[src/rtl/quad_decoder.sv]
// rtl/quad_decoder.sv - quadrature encoder decoder with synchroniser, glitch filter and wrapping position count
//
// Ports:
//   clk      system clock, rising edge
//   clear_n  synchronous active-low reset
//   a, b     encoder phases, asynchronous to clk
//   zero     synchronous position clear (wins over a simultaneous step)
//   pos      position count, modulo 2^WIDTH
//   dir      direction of the last accepted step (1 = up)
//   step     one-cycle pulse per accepted transition
//   err      sticky flag for a two-bit (illegal) phase jump
module quad_decoder #(
    parameter int WIDTH = 8,
    parameter int FILT  = 2
) (
    input  logic             clk,
    input  logic             clear_n,
    input  logic             a,
    input  logic             b,
    input  logic             zero,
    output logic [WIDTH-1:0] pos,
    output logic             dir,
    output logic             step,
    output logic             err
);

    localparam int CW = (FILT > 1) ? $clog2(FILT) : 1;
    localparam logic [CW-1:0] CNT_MAX = CW'(FILT - 1);

    // All per-phase vectors are ordered {b, a}.
    logic [1:0]          s1_q, s1_d;
    logic [1:0]          s2_q, s2_d;
    logic [1:0]          filt_q, filt_d;
    logic [1:0]          prev_q, prev_d;
    logic [1:0][CW-1:0]  cnt_q, cnt_d;
    logic [2:0]          warm_q, warm_d;
    logic [WIDTH-1:0]    pos_q, pos_d;
    logic                dir_q, dir_d;
    logic                step_q, step_d;
    logic                err_q, err_d;

    always_comb begin
        s1_d   = {b, a};
        s2_d   = s1_q;
        filt_d = filt_q;
        prev_d = filt_q;
        cnt_d  = cnt_q;
        warm_d = warm_q;
        pos_d  = pos_q;
        dir_d  = dir_q;
        step_d = 1'b0;
        err_d  = err_q;

        if (warm_q != 3'd0) begin
            // Track the inputs directly so a resting non-00 phase is
            // adopted silently instead of looking like a transition.
            warm_d = warm_q - 3'd1;
            filt_d = s2_q;
            cnt_d  = '0;
        end else begin
            for (int i = 0; i < 2; i++) begin
                if (s2_q[i] != filt_q[i]) begin
                    if (cnt_q[i] == CNT_MAX) begin
                        filt_d[i] = s2_q[i];
                        cnt_d[i]  = '0;
                    end else begin
                        cnt_d[i] = cnt_q[i] + CW'(1);
                    end
                end else begin
                    cnt_d[i] = '0;
                end
            end

            case ({prev_q, filt_q})
                4'b00_01, 4'b01_11, 4'b11_10, 4'b10_00: begin
                    step_d = 1'b1;
                    dir_d  = 1'b1;
                    pos_d  = pos_q + WIDTH'(1);
                end
                4'b01_00, 4'b11_01, 4'b10_11, 4'b00_10: begin
                    step_d = 1'b1;
                    dir_d  = 1'b0;
                    pos_d  = pos_q - WIDTH'(1);
                end
                4'b00_11, 4'b11_00, 4'b01_10, 4'b10_01: begin
                    err_d = 1'b1;
                end
                default: begin
                end
            endcase
        end

        if (zero) begin
            pos_d = '0;
        end
    end

    always_ff @(posedge clk) begin
        if (!clear_n) begin
            s1_q   <= '0;
            s2_q   <= '0;
            filt_q <= '0;
            prev_q <= '0;
            cnt_q  <= '0;
            warm_q <= 3'd4;
            pos_q  <= '0;
            dir_q  <= 1'b0;
            step_q <= 1'b0;
            err_q  <= 1'b0;
        end else begin
            s1_q   <= s1_d;
            s2_q   <= s2_d;
            filt_q <= filt_d;
            prev_q <= prev_d;
            cnt_q  <= cnt_d;
            warm_q <= warm_d;
            pos_q  <= pos_d;
            dir_q  <= dir_d;
            step_q <= step_d;
            err_q  <= err_d;
        end
    end

    assign pos  = pos_q;
    assign dir  = dir_q;
    assign step = step_q;
    assign err  = err_q;

endmodule
[config.mk]
export PLATFORM = sky130hd
export DESIGN_NAME = quad_decoder
export DESIGN_NICKNAME = d
export VERILOG_FILES = /design/src/rtl/quad_decoder.sv
export SDC_FILE = /design/constraint.sdc
export NUM_CORES = 1
export LEC_CHECK = 0
export ABC_AREA = 1
export CELL_PAD_IN_SITES_DETAIL_PLACEMENT = 1
export CELL_PAD_IN_SITES_GLOBAL_PLACEMENT = 1
export CORE_MARGIN = 5
export CORE_UTILIZATION = 35
export CTS_BUF_LIST = sky130_fd_sc_hd__clkbuf_8 sky130_fd_sc_hd__clkbuf_16
export DETAILED_ROUTE_END_ITERATION = 8
export GPL_TIMING_DRIVEN = 0
export PLACE_DENSITY = 0.68
export SYNTH_ARGS = -nofsm -noshare
export SYNTH_HDL_FRONTEND = slang
export SYNTH_SLANG_ARGS = --single-unit
[constraint.sdc]
create_clock -name clk -period 4.3 [get_ports clk]
set_input_delay 0.86 -clock clk [delete_from_list [all_inputs] [get_ports clk]]
set_output_delay 0.86 -clock clk [all_outputs]
set_load 0.1 [all_outputs]
==> results of run 1 <==
flip-flops by register name, summed over array words and instances (netlist names):
name / count
s1_q: 2
cnt_q: 2
prev_q: 2
warm_q: 3
dir: 1
s2_q: 2
step: 1
err: 1
pos: 8
filt_q: 2
final cells by class:
type                       count  area share (%)
inverter                      29            6.69
multi-input combinational    108            43.8
clock inverter                 1            1.85
sequential                    24            29.5
timing repair buffer          15            9.23
tap                           48            3.69
buffer                         4            2.69
clock buffer                   3            2.54
worst max path at each step:
stage / start / endpoint / slack, ps
after floorplan: pos[0] / pos[6] / 2030
after global placement: pos[6] / pos[6] / 1930
after detailed placement: pos[5] / pos[5] / 1920
after CTS: pos[4] / pos[4] / 1600
after global routing: pos[4] / pos[4] / 1560
final: pos[4] / pos[4] / 1620
cells by family after synthesis:
family,synth area share [%]
fa+ha+maj,8.93
xor+xnor,4.56
simple gates,23.9
compound gates,15.5
flops,35.7
buf+inv,11.3
worst min-delay path, cell delays in order (launching register included):
cell and delay [ps]:
dfxtp_1 320, nand2_1 40, inv_1 40
layer usage:
| metal | wire (um) | vias to the layer above |
|---|---|---|
| met5 | 0 | - |
| met4 | 24 | 0 |
| met3 | 56 | 2 |
| met2 | 1530 | 9 |
| met1 | 1360 | 516 |
| li1 | - | 555 |
placed cells by master (no fill, tap or decap), drive strengths merged:
master / Yosys / layout
inv: 29 / 29
fa: 1 / 1
nand3: 5 / 5
a21oi: 16 / 16
o21ai: 16 / 16
o21bai: 1 / 1
bufinv: 0 / 1
buf: 4 / 4
xor2: 4 / 4
dfxtp: 24 / 24
nand4: 1 / 1
clkdlybuf4s50: 0 / 15
a211oi: 2 / 2
nor2: 12 / 12
clkbuf: 0 / 3
xnor2: 3 / 3
nand2: 36 / 36
ha: 8 / 8
or2: 3 / 3
through the flow:
| step | util, % | setup WS, ps | instance area (um^2) |
|---|---|---|---|
| final | 44.1 | 1620 | 1630 |
| after global routing | 44.1 | 1560 | 1630 |
| after CTS | 44.1 | 1600 | 1630 |
| after detailed placement | 42.2 | 1920 | 1560 |
| after global placement | 42.2 | 1930 | 1560 |
| after floorplan | - | 2030 | 1350 |
power groups by stage:
stage / registers [uW] / clock network, uW / logic [uW]
6_report: 269 / 203 / 310
5_1_grt: 273 / 217 / 337
4_1_cts: 269 / 209 / 314
3_5_place_dp: 274 / 0 / 311
3_3_place_gp: 272 / 0 / 297
2_1_floorplan: 319 / 0 / 202
==> summary.md, run 1 <==
| Metric | Value |
|---|---|
| Status | finished, final reports clean |
| Synthesis Warnings | 0 |
| Logic pwr share | 39.6% |
| Post-route ant nets | 0 |
| Hold path start | s1_q[1] |
| Die Area | 5180 um^2 |
| Slowest CP cell | clkdlybuf4s50_1 |
| Crit Reg-Reg Endpoint | pos[7] |
| Global placer's final weighted congestion | 0.746 |
| Setup violators final | 0 |
| Max_cap viols | 0 |
| # port buffers | 15 |
| Worst hold margin | 420 ps |
| Fin. max-slew vios | 0 |
| Mapped Nets | 179 |
| Mapped Cells | 165 |
| CTS tree | done |
| Synth area leaders | dfxtp_1, nand2_1, ha_1 |
| Footprint of the multi-input gates | 712 um^2 |
| Most numerous cell in the Yosys netlist | nand2_1 |
| Commonest cells in the netlist | nand2_1, dfxtp_1, inv_1 |
| WHS Endpoint | s2_q[1] |
| Crit path required time | 3440 ps |
| Largest net degree at the start of global routing | 15 |
| CP arrival | 1820 ps |
| Cts bufs inserted | 3 |
| DRC Markers | 0 |
| CP max FO | 3 |
| Pint | 479 uW |
| Site row count | 22 |
| Worst-path clk slew | 90 ps |
| CP delay by family, top | buffers and inverters |
| Number of H-tree levels | 1 |
| Initial core utilization | 36.5% |
| M2 GR Usage | 23.6% |
| Die height | 72.0 um |
| Vias in the first global route | 1173 |
| Cell variety after synth | 29 |
| Filler instances | 462 |
| Async set or reset register ratio after synthesis | 0% |
| Layout net count | 199 |
| CTS sink count | 24 |
| Met1 Use GR | 13.7% |
| GRT Overall Usage | 12.4% |
| Final Cycle Share | 62.3% |
| Final setup TNS | 0 ps |
| Initial DRC Count | 30 |
| Postcts setup bufs | 0 |
| Die width | 72.0 um |
| HPWL Detailed | 2.29 mm |
| Crit-path cells | clkdlybuf4s50_1 |
| Core area | 3690 um^2 |
| R2r setup slk | 2150 ps |
| DRT Pass-1 Iters | 2 |
| Hold buffers post-CTS | 0 |
| Detailed Route WL | 2.97 mm |
| DP Cell Count | 228 |
| Number of flops mapped to enable cells by yosys | 0 |
| Switch Pwr | 303 uW |
| Share of the synthesized area in the top cell type | 35.7% |
| Worst min-delay path class | reg2reg |
| CTS max path bufs | 2 |
| Sw frac | 38.7% |
| Non-filler instance count after layout | 232 |
| Rel. slew slack | 35.0% |
| Syn Std Cell Area | 1350 um^2 |
| Post-synthesis sequential area ratio | 35.7% |
| Sequential cell area | 480 um^2 |
| RSZ-0062 raised after global routing | false |
| Met3 usage | 1.94% |
| Crit-path max cell delay | 1160 ps |
| Vias/cell | 4.66 |
| Ant. Diodes | 0 |
| Post-CTS sizing | 0 |
| First-pass GRT wire length | 5.11 mm |
| Hold depth | 2 |
| Clock power frac | 26.0% |
| Worst Path Buf+Inv | 1 |
| Leak Pwr | 0.000723 uW |
| FMAX | 373 MHz |
| Total grt overflow | 0 |
| CP Depth | 1 |
| Crit path kind | reg2out |
| Vias | 1082 |
| Flop pwr share | 34.4% |
| Tot Pwr | 782 uW |
| Peak VDD IR | 0.192 mV |
| Setup crit start kind | flip-flop |
| Worst setup EP type | output port |
| Share of cells above drive strength 1 | 19.6% |
| Worst reg2reg startpoint | filt_q[1] |
| Worst-margin pin slew | 972 ps |
| Clock root buffer | clkbuf_8 |
| Top FF cell, synth | dfxtp_1 |
| Layout area overhead | 20.9% |
| Layout Skew | 3.18 ps |
| Routed len/inst | 12.8 um |
| Final min period | 2680 ps |
| Avg Cell Area, Syn | 8.15 um^2 |
| Clk Latency, worst-skew pair | 270 ps |
| Gr busiest metal | met2 |
| Final hold viol count | 0 |
| R2R depth | 16 |
| Antenna violations before repair | 0 |
| Post-synth top area cell | dfxtp_1 |
| Num ports | 16 |
| Power per cell area | 481 nW/um^2 |
| FF+latch count, synth | 24 |
No activity file was read; power rests on OpenSTA's default activity.
==> run 2, diff against run 1 <==
==> constraint.sdc (replaced) <==
create_clock -name clk -period 2.7 [get_ports clk]
set_input_delay 0.54 -clock clk [delete_from_list [all_inputs] [get_ports clk]]
set_output_delay 0.54 -clock clk [all_outputs]
set_load 0.1 [all_outputs]
==> results of run 2 <==
The final DEF is identical to that of run 1. Status: finished, final reports clean.
Among the figures that moved: setup slack after placement 1920 ps -> 555 ps; setup slack after layout 1620 ps -> 340 ps; register-to-register setup slack 2150 ps -> 550 ps; total power 782 uW -> 1240 uW; worst IR drop on VDD 0.192 mV -> 0.306 mV
==> run 3, diff against run 2 <==
--- a/config.mk
+++ b/config.mk
@@ -9,11 +9,12 @@
 export CELL_PAD_IN_SITES_DETAIL_PLACEMENT = 1
 export CELL_PAD_IN_SITES_GLOBAL_PLACEMENT = 1
 export CORE_MARGIN = 5
-export CORE_UTILIZATION = 35
+export CORE_UTILIZATION = 41
 export CTS_BUF_LIST = sky130_fd_sc_hd__clkbuf_8 sky130_fd_sc_hd__clkbuf_16
+export CTS_CLUSTER_DIAMETER = 80
 export DETAILED_ROUTE_END_ITERATION = 8
 export GPL_TIMING_DRIVEN = 0
-export PLACE_DENSITY = 0.68
+export PLACE_DENSITY = 0.77
 export SYNTH_ARGS = -nofsm -noshare
 export SYNTH_HDL_FRONTEND = slang
 export SYNTH_SLANG_ARGS = --single-unit
==> run 3 against run 2 <==
Net effect: combinational power is 1% higher; worst hold slack better by 5.3 ps; global-route usage is 2.9 points higher; wire length is 0.88% higher; via count is 0.46% higher; flip-flop and latch count stayed put; register-to-register slack better by 30 ps; cell area is 0.31% lower; die area is 13% lower; maximum frequency is 0.58% lower; largest power group unchanged.
==> summary.md, run 3 (synthesis gave the netlist of run 1 again) <==
| Metric | Value |
|---|---|
| Status | finished, final reports clean (unchanged) |
| Clock power frac | 25.6% (was 26.0%) |
| Post-route ant nets | 0 (unchanged) |
| Crit path required time | 2160 ps (about the same) |
| DRC Markers | 0 (unchanged) |
| First-pass GRT wire length | 5.26 mm (was 5.11 mm) |
| Die width | 67.3 um (was 72.0 um) |
| Final Cycle Share | 87.9% (was 87.4%) |
| Post-CTS sizing | 0 (unchanged) |
| Power per cell area | 770 nW/um^2 (was 765 nW/um^2) |
| Site row count | 20 (was 22) |
| Flop pwr share | 34.3% (was 34.4%) |
| Logic pwr share | 40.0% (was 39.6%) |
| Share of cells above drive strength 1 | 19.6% (unchanged) |
| Die height | 67.3 um (was 72.0 um) |
| Initial core utilization | 43.3% (was 36.5%) |
| CTS sink count | 24 (unchanged) |
| Pint | 764 uW (was 763 uW) |
| FMAX | 421 MHz (was 424 MHz) |
| Crit-path cells | clkdlybuf4s50_1 (unchanged) |
| Worst-margin pin slew | 975 ps (was 972 ps) |
| Setup crit start kind | flip-flop (unchanged) |
| Final hold viol count | 0 (unchanged) |
| Worst-path clk slew | 80 ps (was 90 ps) |
| Commonest non-fill, non-tap cell in the layout | nand2_1 (unchanged) |
| Hold buffers post-CTS | 0 (unchanged) |
| Vias/cell | 4.77 (was 4.66) |
| Core area | 3100 um^2 (was 3690 um^2) |
| Setup violators final | 0 (unchanged) |
| Routed len/inst | 13.1 um (was 12.8 um) |
| Layout net count | 199 (unchanged) |
| Postcts setup bufs | 0 (unchanged) |
| HPWL Detailed | 2.28 mm (was 2.29 mm) |
| R2r setup slk | 580 ps (was 550 ps) |
| Global placer's final weighted congestion | 0.770 (was 0.746) |
| Total grt overflow | 0 (unchanged) |
| Final setup TNS | 0 ps (unchanged) |
| Sw frac | 38.8% (was 38.7%) |
| DRT Pass-1 Iters | 4 (was 2) |
| # port buffers | 15 (unchanged) |
| Placed Area | 1550 um^2 (was 1560 um^2) |
| Fin. max-slew vios | 0 (unchanged) |
| Worst setup EP type | output port (unchanged) |
| GRT Overall Usage | 15.3% (was 12.4%) |
| CP delay by family, top | buffers and inverters (unchanged) |
| Leak Pwr | 0.000723 uW (unchanged) |
| Number of H-tree levels | 1 (unchanged) |
| Slowest CP cell | clkdlybuf4s50_1 (unchanged) |
| RSZ-0062 raised after global routing | false (unchanged) |
| Initial DRC Count | 38 (was 30) |
| Antenna violations before repair | 0 (unchanged) |
| Final min period | 2370 ps (was 2360 ps) |
| Ant. Diodes | 0 (unchanged) |
| Switch Pwr | 484 uW (was 482 uW) |
| Clock root buffer | clkbuf_8 (unchanged) |
| Num ports | 16 (unchanged) |
| CTS max path bufs | 2 (unchanged) |
| Cts bufs inserted | 3 (unchanged) |
| Largest net degree at the start of global routing | 15 (unchanged) |
| Die Area | 4530 um^2 (was 5180 um^2) |
| Commonest non-fill, non-tap cells in the layout | nand2_1, dfxtp_1, inv_1 (unchanged) |
| Worst min-delay path class | reg2reg (unchanged) |
| Crit-path max cell delay | 1160 ps (about the same) |
| Peak VDD IR | 0.499 mV (was 0.306 mV) |
| CP max FO | 3 (unchanged) |
| Filler instances | 403 (was 462) |
| Vias in the first global route | 1223 (was 1173) |
| CTS tree | done (unchanged) |
| Layout Skew | 8.84 ps (was 3.18 ps) |
| Clk Latency, worst-skew pair | 270 ps (about the same) |
| Worst Path Buf+Inv | 1 (unchanged) |
| Crit path kind | reg2out (unchanged) |
| CP arrival | 1830 ps (was 1820 ps) |
| Detailed Route WL | 3.00 mm (was 2.97 mm) |
| Max reg flops | 8 (unchanged) |
| Layout area overhead | 20.6% (was 20.9%) |
| Rel. slew slack | 34.8% (was 35.0%) |
| Finished layout cell area | 1620 um^2 (was 1630 um^2) |
| Max_cap viols | 0 (unchanged) |
| Vias | 1087 (was 1082) |
==> run 3: cell counts in the layout (fill, tap and decap cells not counted) <==
No cell type changed its count.
==> run 3: metal layers <==
| metal | track usage (%) | share of wire, % |
|---|---|---|
| met5 | 0 | 0 |
| met4 | 4.56 | 1.1 |
| met3 | 3.16 | 3.9 |
| met2 | 28.8 | 50 |
| met1 | 17.1 | 45 |
==> run 3: path summary, 6_finish.rpt <==
check | startpoint | to | cells after the start
worst max-delay path | pos[4] | pos[4] | 1
worst min-delay path | s1_q[0] | s2_q[0] | 2
worst max register to register | filt_q[1] | pos[7] | 16
worst min register to register | s1_q[0] | s2_q[0] | 2
==> run 3: metrics by stage <==
step	worst slack [ps]	hold slack, ps	util (%)	std cells	total power (uW)
floorplan	428	390	-	165	829
global placement	633	393	50.0	224	903
detailed placement	580	407	50.0	224	936
CTS	315	428	52.3	228	1260
global route	260	447	52.3	228	1330
finish	327	425	52.3	228	1250
==> run 3: worst min-delay path: cells and delay by family, from the launching register on <==
| family | cells | cell delay (ps) |
|---|---|---|
| flip-flops | 1 | 310 |
| AND/OR/NAND/NOR | 1 | 50 |
| buffers and inverters | 1 | 40 |
==> run 3: area by class of cell <==
| type | count | area (um^2) | share of cell area [%] |
|---|---|---|---|
| sequential | 24 | 480 | 29.6 |
| buffer | 4 | 43.8 | 2.70 |
| tap | 44 | 55.1 | 3.40 |
| timing repair buffer | 15 | 150 | 9.26 |
| multi-input combinational | 108 | 712 | 43.9 |
| clock inverter | 1 | 30.0 | 1.85 |
| inverter | 29 | 109 | 6.71 |
| clock buffer | 3 | 41.3 | 2.55 |
==> run 3: power by group through the flow <==
stage / clock [uW] / sequential [uW] / combinational (uW)
floorplan: 0 / 508 / 321
finish: 320 / 428 / 500
global placement: 0 / 433 / 470
CTS: 325 / 429 / 505
global route: 344 / 435 / 548
detailed placement: 0 / 438 / 498
